--- src/rtl/arith_pkg.sv ---
// Shared constants, FSM state type and helpers for the arithmetic decoder.
// The probability constants match those of arithmetic_encoder.
package arith_pkg;

  localparam int unsigned GENERAL_DATA_16      = 16;
  localparam int unsigned GENERAL_DATA_32      = 32;
  localparam int unsigned GENERAL_SYMBOL_WIDTH = 4;
  localparam int unsigned GENERAL_CNT_WIDTH    = 8;

  localparam int unsigned EC_PROB_SHIFT = 6;
  localparam int unsigned EC_MIN_PROB   = 4;
  localparam int unsigned EC_WINDOW     = GENERAL_DATA_32;

  // Width of a normalisation shift amount (0..16).
  localparam int unsigned SHIFT_W = 5;

  typedef enum logic [2:0] {
    IDLE,
    REFILL,
    READY,
    SEARCH,
    RENORM
  } dec_state_t;

  // Leading-zero count of a 16-bit value; returns 16 for zero.
  function automatic logic [SHIFT_W-1:0] clz16(input logic [15:0] x);
    logic [SHIFT_W-1:0] n;
    n = SHIFT_W'(16);
    for (int i = 0; i < 16; i++) begin
      if (x[i]) n = SHIFT_W'(15 - i);
    end
    return n;
  endfunction

endpackage

--- src/rtl/arith_dec_renorm.sv ---
// Combinational renormalisation step of the range decoder.
// Ports: rng_i/dif_i/cnt_i current state; rng_o/dif_o/cnt_o normalised
// state; d_o shift amount applied (16 only for an all-zero range).
module arith_dec_renorm
  import arith_pkg::*;
(
  input  logic        [GENERAL_DATA_16-1:0]   rng_i,
  input  logic        [GENERAL_DATA_32-1:0]   dif_i,
  input  logic signed [GENERAL_CNT_WIDTH-1:0] cnt_i,
  output logic        [GENERAL_DATA_16-1:0]   rng_o,
  output logic        [GENERAL_DATA_32-1:0]   dif_o,
  output logic signed [GENERAL_CNT_WIDTH-1:0] cnt_o,
  output logic        [SHIFT_W-1:0]           d_o
);

  localparam int unsigned WW = GENERAL_DATA_32;
  localparam int unsigned CW = GENERAL_CNT_WIDTH;

  // Ones are shifted into the bottom of dif so the window stays "all-ones padded".
  always_comb begin
    d_o   = clz16(rng_i);
    rng_o = rng_i << d_o;
    dif_o = ((dif_i + WW'(1)) << d_o) - WW'(1);
    cnt_o = cnt_i - CW'(d_o);
  end

endmodule

--- src/rtl/arithmetic_decoder.sv ---
// AV1-style multi-symbol range decoder (od_ec_decode_cdf_q15 semantics).
// Ports: general_clk/reset (async, active-low); init starts a new stream;
// in_byte/in_valid/in_last/in_ready byte input; sym_req/general_nsyms/req_ready
// decode request; cdf_addr/cdf_data external combinational icdf LUT;
// sym_out/sym_valid decoded symbol.
// Optional macro ARITH_DECODER_DEBUG_EN adds RANGE_OUTPUT, DIF_OUTPUT and
// CNT_OUTPUT, registered copies of the internal rng/dif/cnt.
module arithmetic_decoder
  import arith_pkg::*;
(
  input  logic                            general_clk,
  input  logic                            reset,
  input  logic                            init,
  input  logic [7:0]                      in_byte,
  input  logic                            in_valid,
  input  logic                            in_last,
  output logic                            in_ready,
  input  logic                            sym_req,
  input  logic [GENERAL_SYMBOL_WIDTH:0]   general_nsyms,
  output logic                            req_ready,
  output logic [GENERAL_SYMBOL_WIDTH-1:0] cdf_addr,
  input  logic [GENERAL_DATA_16-1:0]      cdf_data,
  output logic [GENERAL_SYMBOL_WIDTH-1:0] sym_out,
  output logic                            sym_valid
`ifdef ARITH_DECODER_DEBUG_EN
  ,
  output logic [15:0]                     RANGE_OUTPUT,
  output logic [31:0]                     DIF_OUTPUT,
  output logic [31:0]                     CNT_OUTPUT
`endif
);

  localparam int unsigned DW  = GENERAL_DATA_16;
  localparam int unsigned WW  = GENERAL_DATA_32;
  localparam int unsigned SW  = GENERAL_SYMBOL_WIDTH;
  localparam int unsigned NSW = SW + 1;
  localparam int unsigned CW  = GENERAL_CNT_WIDTH;
  localparam int unsigned SHW = CW + 1;
  localparam int unsigned PW  = 18;
  localparam int unsigned VW  = 17;
  localparam int unsigned REFILL_TOP = WW - 24;

  localparam logic        [DW-1:0]  RNG_INIT  = DW'(1 << (DW - 1));
  localparam logic        [WW-1:0]  DIF_INIT  = {1'b0, {(WW - 1){1'b1}}};
  localparam logic signed [CW-1:0]  CNT_INIT  = CW'(-15);
  localparam logic        [NSW-1:0] NSYMS_MAX = NSW'(1 << SW);

  dec_state_t         state_q, state_d;
  logic        [WW-1:0] dif_q, dif_d;
  logic        [DW-1:0] rng_q, rng_d;
  logic signed [CW-1:0] cnt_q, cnt_d;
  logic                 eos_q, eos_d;
  logic        [SW-1:0] ret_q, ret_d;
  logic        [SW-1:0] nm1_q, nm1_d;
  logic        [VW-1:0] u_q, u_d;
  logic        [SW-1:0] sym_out_q, sym_out_d;
  logic                 sym_valid_q, sym_valid_d;
  logic                 in_ready_q, in_ready_d;
  logic                 req_ready_q, req_ready_d;

  logic signed [SHW-1:0]     s_full;
  logic                      refill_need;
  logic        [SHIFT_W-1:0] byte_sh;
  logic        [7:0]         byte_val;
  logic        [WW-1:0]      dif_refill;
  logic        [PW-1:0]      prod;
  logic        [VW-1:0]      v;
  logic                      hit;

  logic        [DW-1:0]      rng_n;
  logic        [WW-1:0]      dif_n;
  logic signed [CW-1:0]      cnt_n;
  logic        [SHIFT_W-1:0] d_n;

  arith_dec_renorm u_renorm (
    .rng_i (rng_q),
    .dif_i (dif_q),
    .cnt_i (cnt_q),
    .rng_o (rng_n),
    .dif_o (dif_n),
    .cnt_o (cnt_n),
    .d_o   (d_n)
  );

  // Refill shift and candidate threshold for the current search index.
  always_comb begin
    s_full      = SHW'(REFILL_TOP) - {cnt_q[CW-1], cnt_q};
    refill_need = !s_full[SHW-1];
    byte_sh     = SHIFT_W'(s_full);
    byte_val    = eos_q ? 8'h00 : in_byte;
    dif_refill  = dif_q ^ (WW'(byte_val) << byte_sh);
    prod        = PW'(rng_q >> 8) * PW'(cdf_data >> EC_PROB_SHIFT);
    v           = VW'(prod >> 1) + VW'(EC_MIN_PROB) * VW'(nm1_q - ret_q);
    // The last symbol is taken unconditionally; its icdf is 0 by construction.
    hit         = (VW'(dif_q[WW-1 -: DW]) >= v) || (ret_q == nm1_q);
  end

  // Next-state logic; init overrides every state.
  always_comb begin
    state_d     = state_q;
    dif_d       = dif_q;
    rng_d       = rng_q;
    cnt_d       = cnt_q;
    eos_d       = eos_q;
    ret_d       = ret_q;
    nm1_d       = nm1_q;
    u_d         = u_q;
    sym_out_d   = sym_out_q;
    sym_valid_d = 1'b0;
    if (init) begin
      dif_d   = DIF_INIT;
      rng_d   = RNG_INIT;
      cnt_d   = CNT_INIT;
      eos_d   = 1'b0;
      ret_d   = '0;
      state_d = REFILL;
    end else begin
      case (state_q)
        IDLE: ;
        REFILL: begin
          if (!refill_need) begin
            state_d = READY;
          end else if (eos_q || in_valid) begin
            dif_d = dif_refill;
            cnt_d = cnt_q + CW'(8);
            if (!eos_q && in_last) eos_d = 1'b1;
            // After this byte cnt exceeds 8 exactly when cnt is currently positive.
            if (!cnt_q[CW-1] && (cnt_q != '0)) state_d = READY;
          end
        end
        READY: begin
          if (sym_req) begin
            nm1_d   = SW'(general_nsyms - NSW'(1));
            ret_d   = '0;
            u_d     = VW'(rng_q);
            state_d = SEARCH;
          end
        end
        SEARCH: begin
          if (hit) begin
            rng_d   = DW'(u_q - v);
            dif_d   = dif_q - (WW'(v) << (WW - DW));
            state_d = RENORM;
          end else begin
            u_d   = v;
            ret_d = ret_q + SW'(1);
          end
        end
        RENORM: begin
          rng_d       = rng_n;
          dif_d       = dif_n;
          cnt_d       = cnt_n;
          sym_out_d   = ret_q;
          sym_valid_d = 1'b1;
          state_d     = cnt_n[CW-1] ? REFILL : READY;
        end
        default: state_d = IDLE;
      endcase
    end
    in_ready_d  = (state_d == REFILL) && !eos_d;
    req_ready_d = (state_d == READY);
  end

  // State and registered outputs.
  always_ff @(posedge general_clk or negedge reset) begin
    if (!reset) begin
      state_q     <= IDLE;
      dif_q       <= '0;
      rng_q       <= RNG_INIT;
      cnt_q       <= CNT_INIT;
      eos_q       <= 1'b0;
      ret_q       <= '0;
      nm1_q       <= '0;
      u_q         <= '0;
      sym_out_q   <= '0;
      sym_valid_q <= 1'b0;
      in_ready_q  <= 1'b0;
      req_ready_q <= 1'b0;
    end else begin
      state_q     <= state_d;
      dif_q       <= dif_d;
      rng_q       <= rng_d;
      cnt_q       <= cnt_d;
      eos_q       <= eos_d;
      ret_q       <= ret_d;
      nm1_q       <= nm1_d;
      u_q         <= u_d;
      sym_out_q   <= sym_out_d;
      sym_valid_q <= sym_valid_d;
      in_ready_q  <= in_ready_d;
      req_ready_q <= req_ready_d;
    end
  end

  assign in_ready  = in_ready_q;
  assign req_ready = req_ready_q;
  assign cdf_addr  = ret_q;
  assign sym_out   = sym_out_q;
  assign sym_valid = sym_valid_q;

`ifdef ARITH_DECODER_DEBUG_EN
  // Observation copies, one cycle behind the internal state.
  always_ff @(posedge general_clk or negedge reset) begin
    if (!reset) begin
      RANGE_OUTPUT <= '0;
      DIF_OUTPUT   <= '0;
      CNT_OUTPUT   <= '0;
    end else begin
      RANGE_OUTPUT <= rng_q;
      DIF_OUTPUT   <= dif_q;
      CNT_OUTPUT   <= {{(32 - CW){cnt_q[CW-1]}}, cnt_q};
    end
  end
`endif

  a_nsyms_legal: assert property (@(posedge general_clk) disable iff (!reset)
    (state_q == READY && sym_req && !init) |->
      (general_nsyms >= NSW'(2) && general_nsyms <= NSYMS_MAX));

  a_rng_nonzero: assert property (@(posedge general_clk) disable iff (!reset)
    (state_q == RENORM) |-> (d_n != SHIFT_W'(16)));

endmodule

--- config.mk ---
export PLATFORM = sky130hd
export DESIGN_NAME = arithmetic_decoder
export DESIGN_NICKNAME = d
export VERILOG_FILES = /design/src/rtl/arith_pkg.sv /design/src/rtl/arith_dec_renorm.sv /design/src/rtl/arithmetic_decoder.sv
export SDC_FILE = /design/constraint.sdc
export NUM_CORES = 1
export LEC_CHECK = 0
export CAP_MARGIN = 10
export CORE_MARGIN = 8
export CORE_UTILIZATION = 40
export CTS_CLUSTER_DIAMETER = 40
export DETAILED_ROUTE_END_ITERATION = 8
export PLACE_DENSITY = 0.64
export SETUP_SLACK_MARGIN = 0.02
export SYNTH_ARGS = -nofsm -noshare
export SYNTH_HDL_FRONTEND = slang
export SYNTH_SLANG_ARGS = --single-unit
export TNS_END_PERCENT = 5
--- constraint.sdc ---
create_clock -name general_clk -period 9.3 [get_ports general_clk]
set_input_delay 1.86 -clock general_clk [delete_from_list [all_inputs] [get_ports general_clk]]
set_output_delay 1.86 -clock general_clk [all_outputs]
set_load 0.005 [all_outputs]
Yosys cells after proc, flatten, opt, wreduce, memory -nomap -nowiden
Cells that the tools add are included.
{"block": "op_classes", "n_mul": 1, "mux": 51, "add_sub_neg": 11, "reduce_logical": 22, "order_cmp": 1, "shifts": 3, "div": 0, "bitwise_logic": 2, "n_eq_ne": 14}
{"op": "$mux 32", "count": 4}
{"op": "$pmux 32 s3", "count": 1}
{"op": "$mux 5", "count": 16}
{"op": "$mux 16", "count": 4}
{"op": "$pmux 16 s2", "count": 2}
{"op": "$add 32x1->32 const B", "count": 1}
{"op": "$mux 8", "count": 4}
{"op": "$shl 32x5->32", "count": 1}
{"op": "$shl 8x5->32", "count": 1}
{"op": "$sub 32x1->32 const B", "count": 1}
{"op": "$sub 32x32->32", "count": 1}
{"op": "$xor 32x32->32", "count": 1}
{"op": "$mul 8x10->18", "count": 1}
{"op": "$mux 3", "count": 6}
{"op": "$add 17x17->17", "count": 1}
{"op": "$ge 16x17->1", "count": 1}
{"op": "$pmux 8 s2", "count": 1}
{"op": "$shl 16x5->16", "count": 1}
{"op": "$sub 16x16->16", "count": 1}
{"op": "$ne 3x3->1 const B", "count": 5}
{"op": "$pmux 3 s5", "count": 1}
{"op": "$mux 4", "count": 3}
{"op": "$eq 3x2->1 const B", "count": 3}
{"op": "$reduce_and 3->1", "count": 3}
{"op": "24 further kinds", "count": 41}
{"block": "totals", "romBits": 0, "output_inout_bits": 11, "latchBits": 0, "in_bits": 35, "mem_count": 0, "regBits": 91, "ram_bits": 0, "wordCells": 117}

Longest topological paths before layout
{"block": "depth", "ltp_word": 22, "depth_mapped": 41, "ltp_nobuf": 37}

Cells and area by module
A second synthesis with hierarchy kept.
{"block": "hier_totals", "cells_unflattened": 1985, "area_unflattened_um2": 15157.0}
{"mod": "arithmetic_decoder", "area_each_um2": 10382.5, "cells_each": 1228, "instances": 1, "seq_area_each_um2": 2284.7}
{"mod": "arith_dec_renorm", "area_each_um2": 4774.6, "cells_each": 757, "instances": 1, "seq_area_each_um2": 0.0}

Worst setup path after synthesis
No wires, ideal clock.
{"block": "synth_timing", "path_kind": "in2reg", "start": "input cdf_data[7]", "end": "register u_q[10]", "arrival_ns": 8.901, "cell_stages": 33, "path_buffers": 2, "setup_ns": 0.125, "required_ns": 9.175, "path_slack_ns": 0.274, "path_cell_list": "and2_1 > fa_1 > fa_1 > inv_1 > fa_1 > fa_1 > inv_1 > ha_1 > inv_1 > o21bai_1 > a21oi_1 > o21bai_1 > a21oi_1 > o21bai_1 > a21oi_1 > xnor2_1 > ha_1 > or2_2 > a21oi_1 > a31oi_1 > xnor2_1 > ha_1 > o41ai_1 > a21boi_0 > a211o_1 > nor2_1 > o31ai_1 > or2_2 > buf_2 > and2_1 > nor2_1 > buf_2 > mux2_2"}
{"block": "synth_between", "elab_chain_cells": 6, "elab_cells_between_ends": 8, "cone_classes": "add/sub: 1; mul: 1; order compare: 1; eq/ne: 1; mux: 2; reduce/logical: 2"}
{"item": "start: declaration", "line_no": "arithmetic_decoder.sv:22", "source": "input logic [GENERAL_DATA_16-1:0] cdf_data,"}
{"item": "$mul 8x10->18 (*)", "line_no": "arithmetic_decoder.sv:92", "source": "prod = PW'(rng_q >> 8) * PW'(cdf_data >> EC_PROB_SHIFT);"}
{"item": "$add 17x17->17 (*)", "line_no": "arithmetic_decoder.sv:93", "source": "v = VW'(prod >> 1) + VW'(EC_MIN_PROB) * VW'(nm1_q - ret_q);"}
{"item": "$ge 16x17->1", "line_no": "arithmetic_decoder.sv:95", "source": "hit = (VW'(dif_q[WW-1 -: DW]) >= v) || (ret_q == nm1_q);"}
{"item": "$logic_or 1x1->1", "line_no": "arithmetic_decoder.sv:95"}
{"item": "$ne 2x2->1 (no source line)"}
{"item": "$reduce_and 4->1 (no source line)"}
{"item": "end signal: assignment", "line_no": "arithmetic_decoder.sv:187", "source": "u_q <= u_d;"}
{"item": "end: declaration", "line_no": "arithmetic_decoder.sv:55", "source": "logic [VW-1:0] u_q, u_d;"}
Mark *: on every way between the ends. The rest lies on a longest branch, timed or not. The select of a mux whose other input is x is not followed.
A chain may end at the register's enable or synchronous reset.

Worst setup path in the final report
{"block": "layout_timing", "start": "input cdf_data[7]", "end": "register u_q[0]"}
Same word-level chain as after synthesis.

==> flow_summary.json <==
{
  "drc_errors": 0,
  "fillerInstances": 3795,
  "htreeDepth": 3,
  "r2r-end": "u_q[0]",
  "clock_latency_ps": 370,
  "tightest_slew_ps": 1060,
  "worst_clock_skew_ps": 11.8,
  "port_buffers": 38,
  "synth_compound_area_share_pct": 28.7,
  "cp.required_ps": 9570,
  "layout-drive-gt1-share_pct": 11.4,
  "syn_nets": 2213,
  "post-route-min-period_ps": 8940,
  "place_congestion": 1.01,
  "drtPass1Iterations": 7,
  "rrSetupSlack_ps": 1290,
  "tritoncts": "built",
  "synth_xor_area_share_pct": 6.60,
  "crit_path_start_kind": "primary input",
  "yosys.area.top_type": "dfrtp_1",
  "grt_pass1_wl_mm": 88.7,
  "yosys_most_used_dff": "dfrtp_1",
  "wirelength_mm": 56.7,
  "r2r-start": "rng_q[10]",
  "hold_start": "sym_out[3]",
  "routedWlPerCell_um": 21.9,
  "grt_usage_pct": 24.9,
  "cts_num_sinks": 91,
  "reg2reg_depth": 32,
  "min_to": "sym_out[3]",
  "critPathMaxFanout": 9,
  "vias_per_cell": 6.33,
  "slew-limit-headroom_pct": 28.8,
  "yosys.area_share.simple_pct": 23.9,
  "outcome": "completed",
  "crit_path_frequent_cell": "fa_1",
  "synth_top_family_by_area": "compound AO/OA/AOI/OAI gates",
  "synthToLayoutAreaGrowth_pct": 12.3,
  "nNetsFinal": 2262,
  "worstSetupEndpointType": "flop",
  "numCtsBuffers": 9,
  "hold_path_class": "flop to flop",
  "synthAdderAreaFrac_pct": 15.0,
  "core_mm2": 0.0375,
  "critPathSlowestCell": "fa_1",
  "yosysMostFrequentCell": "a21oi_1",
  "synth_top_area_share_pct": 14.1,
  "postLayoutCellArea_mm2": 0.0170,
  "max_cap_viol_count": 0,
  "synth_warnings": 0,
  "arrival_ps": 9210,
  "postRouteAntennaNets": 0,
  "synthTopCellsByCount": "185 x a21oi_1, 181 x nor2_1, 165 x nand2_1",
  "cts-root-buf": "clkbuf_16",
  "die_w_um": 210,
  "dpl_cell_area_mm2": 0.0165,
  "drv_slew": 0,
  "post-place-ws_ps": -546,
  "die-area_mm2": 0.0443,
  "max-clock-path-buffers": 2,
  "boundaryPins": 46,
  "synth_cell_types": 102,
  "first_global_vias": 15700,
  "core.rowCount": 71,
  "synth_edf_count": 0,
  "start_util_pct": 40.3,
  "synth_area_leaders": "dfrtp_1 14%, ha_1 7.9%, fa_1 7.0%",
  "setup_viol": 0,
  "ys_ff_latch": 91,
  "grt_max_degree": 62,
  "die_h_um": 210,
  "drtIter0Drc": 2135,
  "hold_ws_ps": 497,
  "cpPeakStageDelay_ps": 540,
  "grt_antenna_before_repair": 1,
  "period_share_pct": 96.1,
  "dp.cells": 2574,
  "finalNonFillerCells": 2594,
  "dp_hpwl_mm": 42.8,
  "synthMuxAreaShare_pct": 3.83,
  "synthArstFlopShare_pct": 100,
  "holdPathStages": 2,
  "hold_viol": 0,
  "yosysSeqAreaShare_pct": 15.1,
  "cts_hold_buf": 0,
  "overflow": 0,
  "avgSynthCellArea_um2": 7.45,
  "path_class": "primary input to flop",
  "synth_area_mm2": 0.0151,
  "antenna-diode-count": 0,
  "synthCells": 2029,
  "vias": 16400,
  "clk_pin_slew_ps": 70,
  "fmax_mhz": 112,
  "worst_slack_ps": 363
}
## layout by cell type, fill, tap and decap left out, types with 23 or more instances in the layout
cell             count
nor2_1             180
a21oi_1            180
nand2_1            165
buf_4              128
o21ai_0            125
inv_1              109
ha_1                94
dfrtp_1             85
nand3_1             70
and2_1              67
xnor2_1             63
nor3_1              61
fa_1                53
xor2_1              46
mux2i_1             41
a211oi_1            36
o211ai_1            31
nand4_1             30
clkdlybuf4s50_1     29
nand2b_1            23
a21o_1              23
## kinds of logic after synthesis
logic type | after synthesis
and+or+nand+nor | 721
AOI/OAI and AO/OA | 652
buffers and inverters | 246
adders and majority gates | 150
xor gates and xnor gates | 114
DFF | 91
muxes | 55
## area by class of cell
| class | instances | area (um2) | area share, % |
|---|---|---|---|
| clock buffers | 9 | 225 | 1.33 |
| clock inverters | 7 | 48.8 | 0.287 |
| inverters | 114 | 429 | 2.53 |
| multi-input cells | 1692 | 12000 | 70.4 |
| flip-flops and latches | 91 | 2280 | 13.5 |
| well taps | 511 | 639 | 3.76 |
| repair buffers | 170 | 1400 | 8.26 |
## per-stage QoR
stage               utilization [%]  setup TNS (ps)
detailed placement             44.1          -19270
global placement               44.1          -14990
global route                   45.3          -0.581
finish                         45.3               0
floorplan                         -               0
CTS                            44.9               0
## sequential cells by signal, indices dropped and copies added, names as in the netlist
register / cells
dif_q: 32
rng_q: 16
u_q: 16
cnt_q: 8
cdf_addr: 4
nm1_q: 4
sym_out: 4
state_q: 3
eos_q: 1
in_ready: 1
req_ready: 1
sym_valid: 1
## timing repair
item	in CTS	in global routing
gates resized for setup	6	30
pin swaps	1	12
buffers inserted	0	3
hold endpoints to repair	0	0
setup endpoints to repair	36	52
gates cloned	0	1
## per-layer routing
metal / vias up / wire length [um] / GRT usage [%]
met5: - / 13 / 0
met4: 2 / 1810 / 8.61
met3: 131 / 5720 / 5.15
met2: 898 / 24400 / 37.8
met1: 7855 / 24800 / 34.8
li1: 7525 / - / -
## critical path: cells and delay by family
family | cells | cell delay (ps)
adder cells (fa/ha/maj) | 7 | 2890
AO/OA/AOI/OAI | 11 | 2140
AND/OR/NAND/NOR | 7 | 1140
buffers and inverters | 7 | 800
XOR/XNOR | 2 | 390
## how the worst max path moves through the flow
stage,start,endpoint,slack [ps],cells after the start
global placement,cdf_data[8],u_q[10],-450,32
detailed placement,cdf_data[9],u_q[4],-550,33
global route,cdf_data[7],u_q[1],-0.6,34
finish,cdf_data[7],u_q[0],360,34
floorplan,cdf_data[7],u_q[10],270,33
CTS,cdf_data[7],u_q[0],20,34
Power is not shown: default switching activity piles up to over one toggle a cycle in this logic, so the estimate is an artifact.
